[src/rtl/stage_memory.sv]
// ---------------------------------------------------------------------------
// stage_memory
//
// Fourth pipeline stage, fed directly by the execute stage's registered
// outputs. It does three jobs:
//   * resolves jumps/branches into a combinational fetch redirect,
//   * runs data-memory loads and stores over a req/ack bus, freezing
//     execute through mem_stall while an access is outstanding,
//   * formats load data and hands completed results to writeback.
//
// Ports
//   clk, reset_n              clock, synchronous active-low reset
//   mem_valid                 instruction present from execute
//   mem_pc                    instruction PC (fault reporting only)
//   mem_data0                 ALU result: address / compare bit / PC+4
//   mem_data1                 jump/branch target, otherwise store data
//   mem_read, mem_write       load / store
//   mem_extend                loads: 1 sign-extend, 0 zero-extend
//   mem_width                 0 byte, 1 half, 2/3 word
//   mem_jmp, mem_br           jump / conditional branch
//   mem_br_inv                invert branch condition
//   wb_reg                    destination register, 0 = no write
//   mem_stall                 hold execute outputs
//   br_taken, br_target       fetch redirect
//   mem_fault, fault_pc       one-cycle misalignment pulse and its PC
//   dmem_req .. dmem_wstrb    data-memory request bus (registered)
//   dmem_ack, dmem_rdata      data-memory completion and read data
//   wb_valid, wb_rd, wb_data  registered writeback result
// ---------------------------------------------------------------------------
module stage_memory (
  input  logic        clk,
  input  logic        reset_n,
  input  logic        mem_valid,
  input  logic [31:0] mem_pc,
  input  logic [31:0] mem_data0,
  input  logic [31:0] mem_data1,
  input  logic        mem_read,
  input  logic        mem_write,
  input  logic        mem_extend,
  input  logic [1:0]  mem_width,
  input  logic        mem_jmp,
  input  logic        mem_br,
  input  logic        mem_br_inv,
  input  logic [4:0]  wb_reg,
  output logic        mem_stall,
  output logic        br_taken,
  output logic [31:0] br_target,
  output logic        mem_fault,
  output logic [31:0] fault_pc,
  output logic        dmem_req,
  output logic        dmem_we,
  output logic [31:0] dmem_addr,
  output logic [31:0] dmem_wdata,
  output logic [3:0]  dmem_wstrb,
  input  logic        dmem_ack,
  input  logic [31:0] dmem_rdata,
  output logic        wb_valid,
  output logic [4:0]  wb_rd,
  output logic [31:0] wb_data
);

  typedef enum logic [0:0] {
    IDLE = 1'b0,
    WAIT = 1'b1
  } state_t;

  state_t      state;
  state_t      next_state;
  logic        squash_q;

  logic        live;
  logic        is_mem;
  logic        misaligned;
  logic        issue;
  logic        ack_done;
  logic        fault_now;
  logic        complete;
  logic        wb_write;

  logic [31:0] store_wdata;
  logic [3:0]  store_wstrb;
  logic [7:0]  load_byte;
  logic [15:0] load_half;
  logic [31:0] load_data;

  // The instruction right behind a taken jump/branch is wrong-path and is
  // killed by squash_q for exactly one cycle.
  assign live   = mem_valid & ~squash_q;
  assign is_mem = mem_read | mem_write;

  // Width 3 is treated as word, so bit 1 alone selects the word check.
  assign misaligned = is_mem & ((mem_width == 2'd1) ? mem_data0[0]
                                : (mem_width[1] & (mem_data0[1:0] != 2'b00)));

  assign issue     = live & is_mem & ~misaligned & (state == IDLE);
  assign ack_done  = (state == WAIT) & dmem_ack;
  assign fault_now = live & misaligned;

  // Stall drops in the ack cycle so execute advances on that same edge.
  assign mem_stall = live & is_mem & ~misaligned & ~ack_done;

  assign br_taken  = live & (mem_jmp | (mem_br & (mem_data0[0] ^ mem_br_inv)));
  assign br_target = mem_data1 & ~32'h1;

  // Non-memory ops complete in their single cycle here; memory ops complete
  // in the ack cycle. Stores complete but never write a register.
  assign complete = live & ~misaligned & (is_mem ? ack_done : 1'b1);
  assign wb_write = complete & ~mem_write;

  // Store data is replicated across lanes so the memory only needs strobes.
  always_comb begin
    store_wdata = mem_data1;
    store_wstrb = 4'b1111;
    case (mem_width)
      2'd0: begin
        store_wdata = {4{mem_data1[7:0]}};
        store_wstrb = 4'b0001 << mem_data0[1:0];
      end
      2'd1: begin
        store_wdata = {2{mem_data1[15:0]}};
        store_wstrb = mem_data0[1] ? 4'b1100 : 4'b0011;
      end
      default: begin
        store_wdata = mem_data1;
        store_wstrb = 4'b1111;
      end
    endcase
  end

  // Load lane selection and extension. Execute is frozen during WAIT, so the
  // address and width inputs still describe the outstanding load at ack.
  always_comb begin
    load_byte = dmem_rdata[7:0];
    case (mem_data0[1:0])
      2'd0:    load_byte = dmem_rdata[7:0];
      2'd1:    load_byte = dmem_rdata[15:8];
      2'd2:    load_byte = dmem_rdata[23:16];
      default: load_byte = dmem_rdata[31:24];
    endcase
    load_half = mem_data0[1] ? dmem_rdata[31:16] : dmem_rdata[15:0];
    case (mem_width)
      2'd0:    load_data = mem_extend ? {{24{load_byte[7]}}, load_byte}
                                      : {24'h000000, load_byte};
      2'd1:    load_data = mem_extend ? {{16{load_half[15]}}, load_half}
                                      : {16'h0000, load_half};
      default: load_data = dmem_rdata;
    endcase
  end

  // State register for the memory-access FSM.
  always_ff @(posedge clk) begin
    if (!reset_n) begin
      state <= IDLE;
    end else begin
      state <= next_state;
    end
  end

  // Next-state logic: IDLE issues an aligned live access, WAIT holds until
  // the memory acknowledges it.
  always_comb begin
    next_state = state;
    case (state)
      IDLE: begin
        if (issue) begin
          next_state = WAIT;
        end
      end
      WAIT: begin
        if (dmem_ack) begin
          next_state = IDLE;
        end
      end
      default: next_state = IDLE;
    endcase
  end

  // Data-memory bus registers. Everything is captured at the issue edge and
  // held untouched through WAIT; only dmem_req changes, dropping after ack.
  // Reset abandons an outstanding request.
  always_ff @(posedge clk) begin
    if (!reset_n) begin
      dmem_req   <= 1'b0;
      dmem_we    <= 1'b0;
      dmem_addr  <= 32'h0;
      dmem_wdata <= 32'h0;
      dmem_wstrb <= 4'h0;
    end else if (issue) begin
      dmem_req   <= 1'b1;
      dmem_we    <= mem_write;
      dmem_addr  <= {mem_data0[31:2], 2'b00};
      dmem_wdata <= store_wdata;
      dmem_wstrb <= store_wstrb;
    end else if (ack_done) begin
      dmem_req   <= 1'b0;
    end
  end

  // Writeback register: loads return formatted memory data, everything
  // else (including jumps, whose data0 is PC+4) returns the ALU result.
  always_ff @(posedge clk) begin
    if (!reset_n) begin
      wb_valid <= 1'b0;
      wb_rd    <= 5'd0;
      wb_data  <= 32'h0;
    end else begin
      wb_valid <= wb_write & (wb_reg != 5'd0);
      if (wb_write) begin
        wb_rd   <= wb_reg;
        wb_data <= mem_read ? load_data : mem_data0;
      end
    end
  end

  // Fault pulse and squash flag. A misaligned access never stalls, so the
  // fault naturally lasts a single cycle.
  always_ff @(posedge clk) begin
    if (!reset_n) begin
      mem_fault <= 1'b0;
      fault_pc  <= 32'h0;
      squash_q  <= 1'b0;
    end else begin
      mem_fault <= fault_now;
      if (fault_now) begin
        fault_pc <= mem_pc;
      end
      squash_q <= br_taken;
    end
  end

endmodule

[config.mk]
export PLATFORM = sky130hd
export DESIGN_NAME = stage_memory
export DESIGN_NICKNAME = d
export VERILOG_FILES = /design/src/rtl/stage_memory.sv
export SDC_FILE = /design/constraint.sdc
export NUM_CORES = 1
export LEC_CHECK = 0
export CORE_AREA = 5 5 167 185
export CTS_BUF_LIST = sky130_fd_sc_hd__clkbuf_2
export DETAILED_ROUTE_END_ITERATION = 10
export DIE_AREA = 0 0 172 190
export SLEW_MARGIN = 20
export SYNTH_ARGS = -nofsm -noshare
export SYNTH_HDL_FRONTEND = slang
export SYNTH_SLANG_ARGS = --single-unit
[constraint.sdc]
create_clock -name clk -period 1.9 [get_ports clk]
set_input_delay 0.19 -clock clk [delete_from_list [all_inputs] [get_ports clk]]
set_output_delay 0.19 -clock clk [all_outputs]
set_load 0.05 [all_outputs]
==> run_results.csv, run 1 <==
group,metric,value,unit
global_route,grt-ovfl-total,0,
cts,clk_pin_slew,0.23,ns
layout,seqCellArea,2830,µm²
floorplanning,initial_core_util,24.3,%
logic_synthesis,ys_seq_area_share,40.0,%
logic_synthesis,synthArstFlopShare,0,%
pwr,p_switching,2790,µW
global_route,antenna_found_initial,3,
drt,final_antenna_net_count,0,
logic_synthesis,syn_inst,859,
timing,hold_viol,0,
floorplanning,num_io_pins,320,
cts,clk_path_buf_depth,2,
pwr,finalPower,7690,µW
worst_hold_path,hp-class,"in2reg",
timing,slew_violations,0,
cts,cts_made_buffers,17,
logic_synthesis,yosys_register_bits,141,
global_route,grt_pass1_wl,47200,µm
drt,vias,7912,
logic_synthesis,syn_avg_cell_area,8.21,µm²
pwr,vdd_ir_drop_max,0.324,mV
timing,skew,0.0284,ns
outcome,status,"finished clean",
logic_synthesis,synth-xor-area-share,0.124,%
logic_synthesis,synth.most_common_cell,"dfxtp_1",
job,maxCapViolCount,0,
cts,cts_tree,"done",
timing,setup-violations-final,0,
logic_synthesis,yosysUniqueCellTypes,51,
logic_synthesis,ys_top_cells_by_area,"dfxtp_1, a21oi_1, o21ai_0",
drt,drt_iter0_drc,537,
critical_path,endpoint_kind,"output pin",
drt,vias_per_cell,4.97,
layout,num-fill-cells,3000,
timing,period_share,98.3,%
timing,fmax,536,MHz
logic_synthesis,synth-edff-count,0,
layout,syn2layout_area_growth,62.5,%
pwr,p_per_area,671,nW/µm²
pwr,seq_power_share,41.3,%
logic_synthesis,synth_top_cell_by_area,"dfxtp_1",
drt,route.detailed.drc,0,
layout,nets,1345,
pwr,p_int,4900,µW
critical_path,cp_max_fo,2,
critical_path,worst_ep_required_time,1.71,ns
placement,io_buffers,316,
critical_path,start_kind,"flop",
pwr,combPwrFrac,31.2,%
floorplanning,rows,66,
pwr,clkPwrFrac,27.5,%
drt,routedWlPerCell,19.9,µm
floorplanning,die_h,190,µm
layout,multi_input_area,3520,µm²
critical_path,critPathKind,"reg2out",
logic_synthesis,synth_compound_gate_area_share,31.2,%
pwr,sw_frac_of_total,36.3,%
logic_synthesis,ys.flop_type,"dfxtp_1",
global_route,grt_max_degree,67,
placement,hpwl,23000,µm
pwr,leakage,0.00429,µW
floorplanning,dieArea,32700,µm²
logic_synthesis,ys_warn_count,0,
logic_synthesis,synth_commonest_cells,"dfxtp_1, a21oi_1, nand2_1",
global_route,grtUsageTotal,18.5,%
timing,period_minus_slack,1.87,ns
logic_synthesis,netlist_area,7050,µm²
global_route,grt_pass1_vias,7756,
drt,finalWirelength,31600,µm
timing,rsz0062_at_grt,"true",
cts,clock_sinks,141,
cts,clock-root-buffer,"clkbuf_2",
timing,holdWs,0.0926,ns
cts,htreeDepth,4,
logic_synthesis,yosys.area_share.simple,13.6,%
floorplanning,fp.dieW,172,µm
critical_path,cp.arrival,1.68,ns
drt,first_pass_iters,5,
logic_synthesis,synth_top_family_by_area,"compound AO/OA/AOI/OAI gates",
logic_synthesis,muxShareOfSynthArea,3.85,%
logic_synthesis,synth_fa_ha_area_share,0,%
placement,gp_congestion,0.837,
logic_synthesis,yosys.area.top_type_share,40.0,%
floorplanning,core_region_area,29100,µm²
cts,clock_latency,0.70,ns
layout,drive_gt1_share,26.1,%
critical path, stage by stage, from the launching register on:
cell and delay (ns):
dfxtp_2 0.39, nor2b_4 0.14, nand4_4 0.12, a21oi_4 0.17
buf_12 0.15
final cells by class:
class                   count  share of cell area (%)
inverters                  14                   0.481
multi-input cells         579                    30.7
flip-flops and latches    141                    24.7
diodes                      4                  0.0874
well taps                 374                    4.08
repair buffers            447                    37.5
clock inverters            15                    1.69
clock buffers              17                   0.743
per-layer routing:
layer	vias to the layer above	wire length, µm	GRT usage [%]	share of wire (%)
li1	3790	-	-	-
met4	0	816	5.78	2.6
met3	44	2480	4.53	7.8
met5	-	0	0	0
met2	320	15300	31.1	48
met1	3758	13000	23.4	41
registers in the layout (all words and copies together) (netlist names):
register    flops
dmem_addr      30
dmem_req        1
dmem_wdata     32
dmem_we         1
dmem_wstrb      4
fault_pc       32
mem_fault       1
squash_q        1
state           1
wb_data        32
wb_rd           5
wb_valid        1
per-stage QoR:
stage / cells / instance area, µm² / utilization, % / setup WS (ns) / TNS (ns)
finish: 1591 / 11500 / 39.4 / 0.0330 / 0
global route: 1590 / 11500 / 39.4 / -0.130 / -0.130
CTS: 1588 / 11700 / 40.1 / -0.0946 / -0.103
detailed placement: 1495 / 10600 / 36.6 / -0.343 / -16.33
global placement: 1495 / 10600 / 36.6 / -0.331 / -14.07
floorplan: 861 / 7060 / - / 0.0227 / 0
final timing paths:
check / depth (start not counted) / endpoint / slack, ns / start
setup reg to reg: 7 / wb_data[25] / 0.23 / squash_q
hold / removal: 3 / dmem_addr[15] / 0.09 / mem_data0[15]
setup / recovery: 4 / mem_stall / 0.03 / squash_q
hold reg to reg: 1 / wb_data[21] / 0.48 / wb_data[21]
power groups by stage:
stage / Combinational [µW] / Clock [µW] / Sequential, µW
floorplan: 863 / 0 / 3700
global placement: 2340 / 0 / 3230
detailed placement: 2350 / 0 / 3230
CTS: 2430 / 2200 / 3180
global route: 2540 / 2320 / 3200
finish: 2400 / 2110 / 3180
cell usage in the layout (no fill, tap or decap), types with 10 or more instances in the layout:
cell,instances
buf_4,94
nand2_1,110
nand3_1,46
mux2i_1,17
o2bb2ai_1,17
inv_1,11
o2111ai_1,39
dlygate4sd3_1,58
o21ai_0,98
clkbuf_2,61
a21oi_1,121
clkdlybuf4s50_1,140
a21oi_2,12
o22ai_1,14
dfxtp_1,139
a211oi_1,10
clkdlybuf4s15_2,80
a311oi_1,10
buf_12,19
timing repair:
| item | in CTS | in global routing |
|---|---|---|
| pin swaps | 2 | 1 |
| setup endpoints to repair | 133 | 51 |
| buffers inserted | 3 | 0 |
| resized for setup | 346 | 56 |
| hold buffers | 58 | 0 |
| endpoints found under the hold margin | 83 | 0 |
logic make-up after synthesis:
kind of cell	Yosys count
DFF	141
and+or+nand+nor	202
xor gates and xnor gates	1
AOI/OAI and AO/OA	348
other	1
buffers and inverters	141
muxes	25
Note: power is estimated with default switching activity, not from simulation.
==> inputs of run 2 (changes only) <==
CORE_AREA = 5 5 158 175   (was 5 5 167 185)
DIE_AREA = 0 0 163 180   (was 0 0 172 190)
==> run 2 against run 1 <==
- the flow now finishes with violations (setup timing)
- flip-flop and latch count stayed put
- worst hold slack got worse by 0.031 ns
- routed wire length is 4.6% lower
- fmax decreased by 4.7%
- critical path type unchanged
- power is 1.1% higher
- final area decreased by 3.7%
- worst setup slack got worse by 0.092 ns
- sequential power is essentially flat
- via count is 1.0% lower
- cell count down 2.4%
- clock-buffer cell count unchanged
- first-iteration DRC count down 4.1%
==> run_results.csv, run 2 (synthesis results as in run 1) <==
group,metric,value,unit
global_route,grt_max_degree,66,
timing,skew,0.0388,ns
layout,layout_commonest_cell,"clkdlybuf4s50_1",
drt,first_pass_iters,4,
cts,clock-root-buffer,"clkbuf_2",
global_route,antenna_found_initial,4,
critical_path,path_cells,"nor2b_4, nand4_4, a21oi_4, buf_12",
timing,holdWs,0.0613,ns
timing,period_share,103,%
drt,drt_iter0_drc,515,
drt,vias,7833,
timing,worstMarginPinSlew,0.551,ns
critical_path,endpoint_kind,"output pin",
critical_path,critPathTopFamily,"flip-flops",
layout,syn2layout_area_growth,56.5,%
layout,top_regs,"dmem_wdata: 32 flops, fault_pc: 32 flops, wb_data: 32 flops",
placement,io_buffers,316,
floorplanning,dieArea,29300,µm²
layout,mostFrequentLayoutCells,"clkdlybuf4s50_1, dfxtp_1, a21oi_1",
critical_path,cp_slowest_cell,"dfxtp_2",
global_route,grtUsageTotal,19.7,%
drt,routedWlPerCell,19.4,µm
global_route,grt_pass1_wl,45700,µm
cts,clock_sinks,141,
timing,fmax,510,MHz
timing,slew_violations,0,
floorplanning,core_region_area,25800,µm²
job,maxCapViolCount,0,
cts,clk_path_buf_depth,2,
critical_path,cp_max_fo,6,
timing,setup-violations-final,2,
floorplanning,rows,62,
timing,rsz0062_at_grt,"true",
timing,max_slew_margin,63.3,%
drt,final_antenna_net_count,0,
global_route,grt-ovfl-total,0,
floorplanning,initial_core_util,27.4,%
floorplanning,die_h,180,µm
pwr,leakage,0.00426,µW
pwr,p_per_area,705,nW/µm²
critical_path,critPathKind,"reg2out",
cts,clock_latency,0.75,ns
drt,finalWirelength,30100,µm
placement,hpwl,21600,µm
critical_path,start_kind,"flop",
cts,cts_made_buffers,17,
timing,period_minus_slack,1.96,ns
floorplanning,num_io_pins,320,
global_route,grt_pass1_vias,7790,
critical_path,cp_num_buf_inv,1,
timing,layout_setup_ws,-0.0593,ns
timing,hold_viol,0,
drt,vias_per_cell,5.04,
pwr,finalPower,7770,µW
placement,gp_congestion,0.830,
critical_path,critical_path.max_stage_delay,0.38,ns
outcome,status,"finished with violations",
cts,cts_tree,"done",
worst_hold_path,hp-class,"in2reg",
floorplanning,fp.dieW,163,µm
cts,htreeDepth,4,
layout,drive_gt1_share,24.3,%
critical_path,worst_ep_required_time,1.71,ns
pwr,vdd_ir_drop_max,0.440,mV
drt,route.detailed.drc,0,
cts,clk_pin_slew,0.23,ns
layout,nets,1330,
critical_path,cp.arrival,1.77,ns
outcome,failed_checks,"setup timing",
-- run 2: cell types whose count changed in the layout (fill, tap and decap cells not counted), moves of 2 or more --
cell             previous run  this run
clkdlybuf4s15_1             6        24
buf_4                      94        84
clkdlybuf4s15_2            80        23
dlygate4sd3_1              58        50
buf_6                       0         2
clkbuf_2                   61       102
-- run 2: worst paths after layout --
kind                                     from            end  slack, ns  cells after the start
worst max register to register          state     wb_data[9]       0.27                      6
worst min-delay path            mem_data0[30]  dmem_addr[30]       0.06                      3
worst max-delay path                 squash_q      mem_stall      -0.06                      4
worst min register to register    wb_data[25]    wb_data[25]       0.48                      1
-- run 2: what timing repair did --
item	in CTS	in global routing
hold endpoints to repair	71	2
setup buffers	0	3
pin swaps	1	1
endpoints found under the setup margin	135	111
resized for setup	233	151
hold buffers	48	2
-- run 2: routing by layer --
metal	global-route usage, %	up-vias	wire length (µm)
met5	0	-	0
met2	32.6	320	14500
met4	6.51	0	787
met3	5.25	42	2310
met1	24.8	3701	12600
li1	-	3770	-
-- run 2: power by group --
| group | total, µW | switching, µW | leakage [µW] | internal [µW] |
|---|---|---|---|---|
| Combinational | 2330 | 1460 | 0.00295 | 877 |
| Clock | 2270 | 1270 | 0.000167 | 997 |
| Sequential | 3170 | 69.0 | 0.00115 | 3100 |
| Total | 7770 | 2800 | 0.00426 | 4980 |
-- run 2: worst min-delay path: cells and delay by family --
kind / cells / cell delay (ns)
buffers and inverters: 1 / 0.44
AO/OA/AOI/OAI: 1 / 0.06
AND/OR/NAND/NOR: 1 / 0.09
-- run 2: cell type report --
class	count	area (µm²)
repair buffers	432	3890
clock buffers	17	85.1
fillers	2684	14700
well taps	352	440
flip-flops and latches	141	2830
inverters	14	55.1
multi-input cells	579	3510
diodes	4	10.0
clock inverters	14	216
-- run 2: per-stage QoR --
step / util (%) / cell area (µm²) / setup TNS [ns] / instances / setup WS [ns]
after global routing: 42.8 / 11000 / -0.338 / 1553 / -0.189
after CTS: 43.9 / 11300 / -0.349 / 1544 / -0.194
after floorplan: - / 7060 / 0 / 861 / 0.0227
after detailed placement: 41.0 / 10600 / -6.39 / 1465 / -0.232
final: 42.8 / 11000 / -0.0795 / 1553 / -0.0593
after global placement: 41.0 / 10600 / -4.93 / 1465 / -0.197
==> inputs of run 3 (changes only) <==
ABC_CLOCK_PERIOD_IN_PS = 1900   (was unset)
CORE_AREA = 2 2 155 172   (was 5 5 158 175)
DIE_AREA = 0 0 157 174   (was 0 0 163 180)
SLEW_MARGIN = unset   (was 20)
==> run 3 against run 2 <==
- the flow now finishes without violations
- power shrank 3.3%
- worst hold slack improved by 0.011 ns
- cell count up 0.13%
- register-to-register slack worse by 0.10 ns
- non-clock buffer count stayed put
- critical path depth stayed put
- routed wire length decreased by 4.2%
- critical endpoint is now br_taken
- largest cell class unchanged
- largest power group unchanged
==> run_results.csv, run 3 (synthesis results as in run 1) <==
group,metric,value,unit
outcome,status,"finished clean",
placement,io_buffers,316,
critical_path,critPathTopFamily,"flip-flops",
critical_path,path_cells,"nand2b_4, buf_12, nor2_4, buf_12",
floorplanning,core_region_area,25700,µm²
placement,hpwl,20500,µm
global_route,grtUsageTotal,20.8,%
timing,setup_tns,0,ns
critical_path,r2r-end,"wb_data[21]",
drt,route.detailed.drc,0,
layout,syn2layout_area_growth,59.5,%
floorplanning,rows,62,
layout,mostFrequentLayoutCells,"clkdlybuf4s50_1, dfxtp_1, a21oi_1",
critical_path,r2r_cells,6,
global_route,grt-ovfl-total,0,
pwr,p_per_area,669,nW/µm²
worst_hold_path,whs_path_depth,3,
critical_path,cp_max_fo,18,
critical_path,endpoint_kind,"output pin",
timing,period_share,96.9,%
critical_path,critPathKind,"reg2out",
timing,skew,0.0473,ns
worst_hold_path,hp-start,"mem_data0[12]",
global_route,grt_max_degree,66,
cts,clock_latency,0.73,ns
floorplanning,fp.dieW,157,µm
critical_path,cp-startpoint,"squash_q",
critical_path,critical_path.max_stage_delay,0.38,ns
timing,rsz0062_at_grt,"true",
timing,period_minus_slack,1.84,ns
timing,worstMarginPinSlew,0.561,ns
layout,layout_commonest_cell,"clkdlybuf4s50_1",
timing,hold_viol,0,
timing,layout_setup_ws,0.0596,ns
pwr,vdd_ir_drop_max,0.339,mV
cts,clock-root-buffer,"clkbuf_2",
cts,clock_sinks,141,
cts,htreeDepth,4,
worst_hold_path,holdPathEnd,"dmem_addr[12]",
floorplanning,initial_core_util,27.5,%
pwr,leakage,0.00432,µW
floorplanning,dieArea,27300,µm²
layout,nets,1330,
critical_path,cp_num_buf_inv,2,
critical_path,r2r_slack,0.17,ns
timing,setup-violations-final,0,
layout,drive_gt1_share,22.6,%
cts,cts_made_buffers,17,
timing,max_slew_margin,62.7,%
placement,gp_congestion,0.826,
critical_path,start_kind,"flop",
job,maxCapViolCount,0,
critical_path,cp_slowest_cell,"dfxtp_2",
placement,dp_cells,1468,
drt,finalWirelength,28900,µm
drt,first_pass_iters,5,
drt,vias,7748,
critical_path,crit_path_frequent_cell,"buf_12",
floorplanning,num_io_pins,320,
critical_path,cp.arrival,1.65,ns
placement,dp_slack,-0.233,ns
critical_path,reg2reg_from,"state",
cts,clk_path_buf_depth,2,
cts,cts_tree,"done",
global_route,grt_pass1_wl,44200,µm
floorplanning,die_h,174,µm
global_route,grt_pass1_vias,7654,
timing,fmax,543,MHz
critical_path,worst_ep_required_time,1.71,ns
drt,routedWlPerCell,18.6,µm
layout,final_util,43.8,%
cts,clk_pin_slew,0.22,ns
worst_hold_path,hp-class,"in2reg",
pwr,finalPower,7520,µW
layout,top_regs,"dmem_wdata: 32 flops, fault_pc: 32 flops, wb_data: 32 flops",
layout,final_cells,1555,
global_route,antenna_found_initial,5,
timing,slew_violations,0,
drt,vias_per_cell,4.98,
drt,drt_iter0_drc,536,
drt,final_antenna_net_count,0,
run 3: where the power goes:
| part | switching [µW] | total (µW) | internal, µW | leakage (µW) |
|---|---|---|---|---|
| Clock | 1250 | 1980 | 737 | 0.000144 |
| Sequential | 72.3 | 3180 | 3100 | 0.00115 |
| Combinational | 1440 | 2360 | 915 | 0.00302 |
run 3: through the flow:
stage | area [µm²] | hold WS (ns)
final | 11200 | 0.0726
after CTS | 11400 | 0.000837
after global routing | 11200 | 0.0136
after floorplan | 7060 | 0.326
after global placement | 10700 | 0.445
after detailed placement | 10700 | 0.446
run 3: layout make-up:
class	count	area, µm²
Multi-Input combinational cell	579	3520
Antenna cell	5	12.5
Sequential cell	141	2830
Clock buffer	18	90.1
Fill cell	2577	14400
Clock inverter	14	169
Inverter	14	55.1
Timing Repair Buffer	432	4140
Tap cell	352	440
run 3: worst max path at each step:
stage / to / cells after the start
CTS: br_taken / 4
floorplan: mem_stall / 5
detailed placement: wb_data[4] / 7
finish: br_taken / 4
global route: mem_stall / 4
global placement: wb_data[4] / 7
run 3: per-layer routing:
metal	up-vias	GRT usage, %	routed length (µm)
met5	-	0	0
li1	3765	-	-
met1	3663	26.0	12200
met3	30	4.59	1970
met2	290	34.8	14000
met4	0	7.68	693
run 3: worst register-to-register path, stage by stage, from the launching register on:
cell and delay (ns):
dfxtp_2 0.49, nand2_1 0.18, a211oi_4 0.37, buf_12 0.19, a21oi_2 0.08, buf_4 0.19, o2bb2ai_1 0.13
run 3: what timing repair did:
item | CTS | global route
pin swaps | 2 | 0
buffers inserted | 2 | 2
cloned | 0 | 1
hold buffers | 45 | 0
hold endpoints to repair | 62 | 0
gates resized for setup | 255 | 102
endpoints found under the setup margin | 138 | 90
